`config.mk`:
```
export PLATFORM = sky130hd
export DESIGN_NAME = multicycle_control_fsm
export DESIGN_NICKNAME = d
export VERILOG_FILES = /design/src/rtl/mc_ctrl_pkg.sv /design/src/rtl/imm_src_decode.sv /design/src/rtl/multicycle_control_fsm.sv
export SDC_FILE = /design/constraint.sdc
export NUM_CORES = 1
export LEC_CHECK = 0
export ABC_AREA = 1
export CORE_UTILIZATION = 46
export DETAILED_ROUTE_END_ITERATION = 12
export GPL_ROUTABILITY_DRIVEN = 0
export PLACE_DENSITY = 0.78
export SKIP_LAST_GASP = 1
export SLEW_MARGIN = 20
export SYNTH_ARGS = -nofsm -noshare
export SYNTH_HDL_FRONTEND = slang
export SYNTH_HIERARCHICAL = 1
export SYNTH_SLANG_ARGS = --single-unit
```
`constraint.sdc`:
```
create_clock -name clk -period 1.61 [get_ports clk]
set_input_delay 0.2415 -clock clk [delete_from_list [all_inputs] [get_ports clk]]
set_output_delay 0.2415 -clock clk [all_outputs]
set_load 0.005 [all_outputs]
```
`src/rtl/mc_ctrl_pkg.sv`:
```
// Shared definitions for the multicycle RV32 control FSM: state encoding,
// opcodes, datapath select codes and trap cause codes.
package mc_ctrl_pkg;

    typedef enum logic [3:0] {
        ST_FETCH,
        ST_DECODE,
        ST_MEMADR,
        ST_MEMREAD,
        ST_MEMWB,
        ST_MEMWRITE,
        ST_EXECR,
        ST_EXECI,
        ST_ALUWB,
        ST_BEQ,
        ST_JAL,
        ST_TRAP
    } state_e;

    localparam logic [6:0] OP_LOAD   = 7'b0000011;
    localparam logic [6:0] OP_STORE  = 7'b0100011;
    localparam logic [6:0] OP_RTYPE  = 7'b0110011;
    localparam logic [6:0] OP_ITYPE  = 7'b0010011;
    localparam logic [6:0] OP_BRANCH = 7'b1100011;
    localparam logic [6:0] OP_JAL    = 7'b1101111;

    localparam logic [1:0] ALU_OP_ADD   = 2'b00;
    localparam logic [1:0] ALU_OP_SUB   = 2'b01;
    localparam logic [1:0] ALU_OP_FUNCT = 2'b10;

    localparam logic [1:0] RES_ALUOUT = 2'b00;
    localparam logic [1:0] RES_RDATA  = 2'b01;
    localparam logic [1:0] RES_ALU    = 2'b10;

    localparam logic [1:0] SRC_A_PC    = 2'b00;
    localparam logic [1:0] SRC_A_OLDPC = 2'b01;
    localparam logic [1:0] SRC_A_RS1   = 2'b10;

    localparam logic [1:0] SRC_B_RS2  = 2'b00;
    localparam logic [1:0] SRC_B_IMM  = 2'b01;
    localparam logic [1:0] SRC_B_FOUR = 2'b10;

    localparam logic [1:0] IMM_I = 2'b00;
    localparam logic [1:0] IMM_S = 2'b01;
    localparam logic [1:0] IMM_B = 2'b10;
    localparam logic [1:0] IMM_J = 2'b11;

    localparam logic [1:0] CAUSE_NONE    = 2'b00;
    localparam logic [1:0] CAUSE_ILLEGAL = 2'b01;
    localparam logic [1:0] CAUSE_BUS     = 2'b10;

    // States that wait on the memory handshake and are subject to the bus timeout.
    function automatic logic is_mem_wait(state_e s);
        return (s == ST_FETCH) || (s == ST_MEMREAD) || (s == ST_MEMWRITE);
    endfunction

endpackage

```
`src/rtl/imm_src_decode.sv`:
```
// Immediate-format select decoded directly from the opcode; I-type for
// anything not listed.
module imm_src_decode
    import mc_ctrl_pkg::*;
(
    input  logic [6:0] op,
    output logic [1:0] imm_src
);

    // Opcode to immediate format lookup.
    always_comb begin
        // NOTE: assign a default before the case so no path leaves imm_src unassigned (no latch).
        imm_src = IMM_I;
        case (op)
            OP_STORE:  imm_src = IMM_S;
            OP_BRANCH: imm_src = IMM_B;
            OP_JAL:    imm_src = IMM_J;
            default:   imm_src = IMM_I;
        endcase
    end

endmodule

```
`src/rtl/multicycle_control_fsm.sv`:
```
// Sequencing controller for the multicycle RV32 core. Steps
// fetch/decode/execute/memory/writeback, drives datapath selects and enables,
// and traps on an illegal opcode or a memory handshake timeout.
// Optional feature: define MC_CTRL_PERF_EN to add cycle_cnt / instret_cnt.
module multicycle_control_fsm
    import mc_ctrl_pkg::*;
#(
    parameter int unsigned MEM_WAIT_MAX = 15,
    parameter int unsigned CNT_W        = 32
) (
    input  logic             clk,
    input  logic             rst_n,
    input  logic [6:0]       op,
    input  logic             zero,
    input  logic             mem_ready,
    output logic             pc_write,
    output logic             adr_src,
    output logic             mem_write,
    output logic             ir_write,
    output logic [1:0]       result_src,
    output logic [1:0]       alu_src_a,
    output logic [1:0]       alu_src_b,
    output logic [1:0]       alu_op,
    output logic [1:0]       imm_src,
    output logic             reg_write,
    output logic             trap,
    output logic [1:0]       trap_cause
`ifdef MC_CTRL_PERF_EN
    ,
    output logic [CNT_W-1:0] cycle_cnt,
    output logic [CNT_W-1:0] instret_cnt
`endif
);

    // Timeout fires when the counter would reach MEM_WAIT_MAX on this stalled cycle.
    localparam logic [7:0] WAIT_LAST = 8'(MEM_WAIT_MAX - 1);

    state_e     state_q, state_d;
    logic [7:0] wait_cnt_q, wait_cnt_d;
    logic [1:0] trap_cause_q, trap_cause_d;
    logic       timeout;

    imm_src_decode u_imm_src_decode (
        .op      (op),
        .imm_src (imm_src)
    );

    // Next-state, trap cause capture and memory wait counter.
    always_comb begin
        state_d      = state_q;
        trap_cause_d = trap_cause_q;
        timeout      = is_mem_wait(state_q) && !mem_ready && (wait_cnt_q == WAIT_LAST);
        case (state_q)
            ST_FETCH:    if (mem_ready) state_d = ST_DECODE;
            ST_DECODE: begin
                case (op)
                    OP_LOAD, OP_STORE: state_d = ST_MEMADR;
                    OP_RTYPE:          state_d = ST_EXECR;
                    OP_ITYPE:          state_d = ST_EXECI;
                    OP_BRANCH:         state_d = ST_BEQ;
                    OP_JAL:            state_d = ST_JAL;
                    default: begin
                        state_d      = ST_TRAP;
                        trap_cause_d = CAUSE_ILLEGAL;
                    end
                endcase
            end
            ST_MEMADR:   state_d = op[5] ? ST_MEMWRITE : ST_MEMREAD;
            ST_MEMREAD:  if (mem_ready) state_d = ST_MEMWB;
            ST_MEMWB:    state_d = ST_FETCH;
            ST_MEMWRITE: if (mem_ready) state_d = ST_FETCH;
            ST_EXECR:    state_d = ST_ALUWB;
            ST_EXECI:    state_d = ST_ALUWB;
            ST_ALUWB:    state_d = ST_FETCH;
            ST_BEQ:      state_d = ST_FETCH;
            ST_JAL:      state_d = ST_ALUWB;
            ST_TRAP:     state_d = ST_TRAP;
            default:     state_d = ST_FETCH;
        endcase
        if (timeout) begin
            state_d      = ST_TRAP;
            trap_cause_d = CAUSE_BUS;
        end
        if (!is_mem_wait(state_q) || mem_ready || (state_d != state_q)) begin
            wait_cnt_d = '0;
        end else begin
            wait_cnt_d = wait_cnt_q + 8'd1;
        end
    end

    // FSM state register with asynchronous reset into FETCH.
    always_ff @(posedge clk or negedge rst_n) begin
        if (!rst_n) begin
            state_q      <= ST_FETCH;
            wait_cnt_q   <= '0;
            trap_cause_q <= CAUSE_NONE;
        end else begin
            // NOTE: non-blocking assignments so every flop samples pre-edge values.
            state_q      <= state_d;
            wait_cnt_q   <= wait_cnt_d;
            trap_cause_q <= trap_cause_d;
        end
    end

    // Moore output decode; only FETCH (mem_ready) and BEQ (zero) look at inputs.
    always_comb begin
        pc_write   = 1'b0;
        adr_src    = 1'b0;
        mem_write  = 1'b0;
        ir_write   = 1'b0;
        reg_write  = 1'b0;
        result_src = RES_ALUOUT;
        alu_src_a  = SRC_A_PC;
        alu_src_b  = SRC_B_RS2;
        alu_op     = ALU_OP_ADD;
        case (state_q)
            ST_FETCH: begin
                alu_src_b  = SRC_B_FOUR;
                result_src = RES_ALU;
                ir_write   = mem_ready;
                pc_write   = mem_ready;
            end
            ST_DECODE: begin
                alu_src_a = SRC_A_OLDPC;
                alu_src_b = SRC_B_IMM;
            end
            ST_MEMADR: begin
                alu_src_a = SRC_A_RS1;
                alu_src_b = SRC_B_IMM;
            end
            ST_MEMREAD:  adr_src = 1'b1;
            ST_MEMWB: begin
                result_src = RES_RDATA;
                reg_write  = 1'b1;
            end
            ST_MEMWRITE: begin
                adr_src   = 1'b1;
                mem_write = 1'b1;
            end
            ST_EXECR: begin
                alu_src_a = SRC_A_RS1;
                alu_op    = ALU_OP_FUNCT;
            end
            ST_EXECI: begin
                alu_src_a = SRC_A_RS1;
                alu_src_b = SRC_B_IMM;
                alu_op    = ALU_OP_FUNCT;
            end
            ST_ALUWB:    reg_write = 1'b1;
            ST_BEQ: begin
                alu_src_a = SRC_A_RS1;
                alu_op    = ALU_OP_SUB;
                pc_write  = zero;
            end
            ST_JAL: begin
                alu_src_a = SRC_A_OLDPC;
                alu_src_b = SRC_B_FOUR;
                pc_write  = 1'b1;
            end
            default: ;
        endcase
        // Enables are suppressed while reset is held, even if mem_ready is high in FETCH.
        if (!rst_n) begin
            pc_write  = 1'b0;
            ir_write  = 1'b0;
            mem_write = 1'b0;
            reg_write = 1'b0;
        end
    end

    assign trap       = (state_q == ST_TRAP);
    assign trap_cause = trap_cause_q;

`ifdef MC_CTRL_PERF_EN
    logic [CNT_W-1:0] cycle_cnt_q, cycle_cnt_d;
    logic [CNT_W-1:0] instret_cnt_q, instret_cnt_d;
    logic             retire;

    // Counter next values: cycles outside TRAP, retirements on return to FETCH.
    always_comb begin
        retire = (state_d == ST_FETCH) &&
                 ((state_q == ST_MEMWB) || (state_q == ST_MEMWRITE) ||
                  (state_q == ST_ALUWB) || (state_q == ST_BEQ));
        cycle_cnt_d   = (state_q != ST_TRAP) ? cycle_cnt_q + 1'b1 : cycle_cnt_q;
        instret_cnt_d = retire ? instret_cnt_q + 1'b1 : instret_cnt_q;
    end

    // Performance counter registers, wrapping naturally.
    always_ff @(posedge clk or negedge rst_n) begin
        if (!rst_n) begin
            cycle_cnt_q   <= '0;
            instret_cnt_q <= '0;
        end else begin
            cycle_cnt_q   <= cycle_cnt_d;
            instret_cnt_q <= instret_cnt_d;
        end
    end

    assign cycle_cnt   = cycle_cnt_q;
    assign instret_cnt = instret_cnt_q;
`else
    localparam int unsigned cnt_w_unused = CNT_W;
`endif

endmodule

```
==> summary.txt <==
Timing
  – Final setup margin: -347 ps
  – Post-route minimum period: roughly 2000 ps
  – Worst slew pin tran: between 300 and 400 ps
  – Clock skew: ~14 ps
  – Period Utilization, post-route: 122%
  – Setup TNS Final: -3410 ps
  – Fin. max-slew vios: 0
  – Final setup viols: 26
  – Max Freq: 511 MHz
  – RSZ-0062 raised after global routing: true
  – Slew HR: 76.4%
  – Final count of hold timing violations: 0

Setup path
  – Reg2Reg Setup Slack: -190 ps
  – Crit path arrival time: 1720 ps
  – RR Endpoint: wait_cnt_q[3]
  – CP endpoint kind: primary output
  – CP Launch Type: register
  – Launch point of the worst path: state_q[1]
  – Critical path class: register to primary output
  – FF-to-FF path depth: 11
  – Crit Reg-Reg Startpoint: state_q[2]
  – CP Max Fanout: 3
  – Critical Path RT: 1370 ps

Status
  – Failing checks: negative setup slack
  – Status: finished with violations

Global route
  – Initial antenna violation count: 0
  – Number of global-route vias before repair: 1277
  – GRT overflow: 0
  – Largest net degree at the start of global routing: 15
  – First-pass GRT wire length: 5.42 mm
  – GRT Util Overall: between 20% and 30%

Logic synthesis
  – Largest family of logic cells by synthesized area: simple AND/OR/NAND/NOR gates
  – Netlist Area Pre-Place: 1010 sq um
  – Synth Area in Compound Gates: 5.60%
  – Synth Instances: 153
  – Yosys reg bits: 14
  – Post-synthesis sequential area ratio: 34.8%
  – Synth Net Count: 166
  – Post-Synth Adder-Cell Area: 2.49%
  – Post-synthesis mux area share: 0%
  – Synth Area per Inst: approximately 6.6 sq um
  – Post-Synth Simple-Gate Area: 40.9%
  – Syn. warnings: 6
  – Xor/xnor share of the synthesized area: 5.22%
  – Post-synthesis cell type count: 22

Layout
  – Area grow syn2layout: 84.2%
  – Final core occ: 92.6%
  – Commonest non-fill, non-tap cell in the layout: buf_4
  – Commonest non-fill, non-tap cells in the layout: buf_4, nand2_1, inv_1
  – Ant. Diodes: 0
  – Share of cells above drive strength 1: 44.5%
  – Layout Nets: 241

Clock tree
  – CTS tree: done
  – CTS Buf Count: 3
  – Clk buf depth: 2
  – CTS Sinks: 14
  – Clk root buf: clkbuf_4
  – CTS clk-pin slew, worst paths: between 100 and 150 ps
  – Max H-tree Level: 1
  – Skew-Pair Late Insertion Delay: about 310 ps

Drt
  – Drt via density: 6.02
  – Drt pass-1 iters: 4
  – Routed Antenna Nets: 0
  – Final WL: 5.19 mm
  – Wirelength per Cell: 20.4 microns
  – # DRC: 0
  – Vias post-DR: 1530
  – DRT iter0 DRCs: between 70 and 80

Floorplan
  – Ports: 29
  – Width of the chip: between 40 and 50 microns
  – Number of core rows: 16
  – Core area: 2000 sq um
  – Initial Util: between 50% and 60%
  – Die height: 48.8 microns
  – Die ar.: roughly 2400 sq um

Power
  – P_leak: 1.04 nW
  – Total Power: 3.01 mW
  – Peak VDD IR: ~1.3 mV
  – Power per cell area: between 1500 and 2000 nW/um^2

Flow run
  – # Max-Cap Violations: 0

Placed design
  – DP Worst Slack: -181 ps
  – Port bufs: 28
  – Dpl hpwl: 2.06 mm

Hold path
  – Worst hold path type: input port to async pin
-- state kept, by name, indices dropped and copies added (netlist names) --
| register | flops |
|---|---|
| wait_cnt_q | 8 |
| state_q | 4 |
| trap_cause | 2 |
-- worst max-delay path, cell delays in order (launching register included) --
cell and delay (ps):
dfrtp_1 450, buf_4 180, nor2_4 120, nand2_2 80, inv_2 90, nand2_2 90
a31oi_1 240, buf_2 160
-- report_power, final --
part	internal, mW	total [mW]	switching, mW
Sequential	0.419	0.524	0.105
Combinational	1.02	2.21	1.19
Clock	0.138	0.278	0.140
Total	1.57	3.01	1.44
-- area by class of cell --
cell class | instances | area [sq um]
Clock buffer | 4 | 36.3
Fill cell | 70 | 149
Inverter | 29 | 114
Multi-Input combinational cell | 110 | 718
Sequential cell | 14 | 353
Tap cell | 27 | 33.8
Timing Repair Buffer | 70 | 598
-- kinds of logic after synthesis --
logic type / count (synthesis)
compound gates: 10
xor+xnor: 6
flops: 14
simple gates: 92
buf+inv: 29
fa+ha+maj: 2
-- routing by layer --
| metal | wire, microns | GRT usage [%] |
|---|---|---|
| met5 | 0 | 0 |
| met4 | 455 | 11.3 |
| met3 | 634 | 9.12 |
| met2 | 2310 | 52.5 |
| met1 | 1790 | 33.4 |
-- stage by stage --
stage                     instances  cell area (sq um)  hold slack (ps)
after floorplan                 153               1010            -54.1
after global placement          230               1490              443
after detailed placement        230               1490              457
after CTS                       245               1620              355
after global routing            254               1850              381
final                           254               1850              398
-- how the worst max path moves through the flow --
stage | cells after the start | slack [ps] | endpoint
after floorplan | 9 | 310 | wait_cnt_q[2]
after global placement | 6 | -150 | imm_src[1]
after detailed placement | 6 | -180 | imm_src[0]
after CTS | 12 | -180 | wait_cnt_q[2]
after global routing | 7 | -360 | pc_write
final | 7 | -350 | pc_write
-- cell usage after synthesis --
cell	number	share of area [%]
clkinv_2	1	0.50
nand4_1	2	1.2
nand3_1	7	3.5
inv_1	28	10
nand2_4	1	1.1
o211ai_1	2	1.5
dfrtp_1	14	35
nor2_2	2	1.2
nand2_1	41	15
o21ai_0	4	2.0
nand3_2	1	1.0
ha_1	2	2.5
nand3_4	1	1.7
a31oi_1	1	0.62
xor2_1	4	3.5
and3_1	1	0.62
a21oi_1	3	1.5
nand2_2	4	2.5
nor2_1	28	10
xnor2_1	2	1.7
nand3b_1	1	0.75
nor3_1	3	1.5
-- what timing repair did --
action | in CTS | in global routing
gates cloned | 0 | 0
setup endpoints to repair | 16 | 29
gates resized for setup | 57 | 59
hold buffers | 0 | 0
pin swaps | 8 | 11
hold endpoints to repair | 0 | 0
buffers inserted | 11 | 11
(Power assumes the default switching activity.)
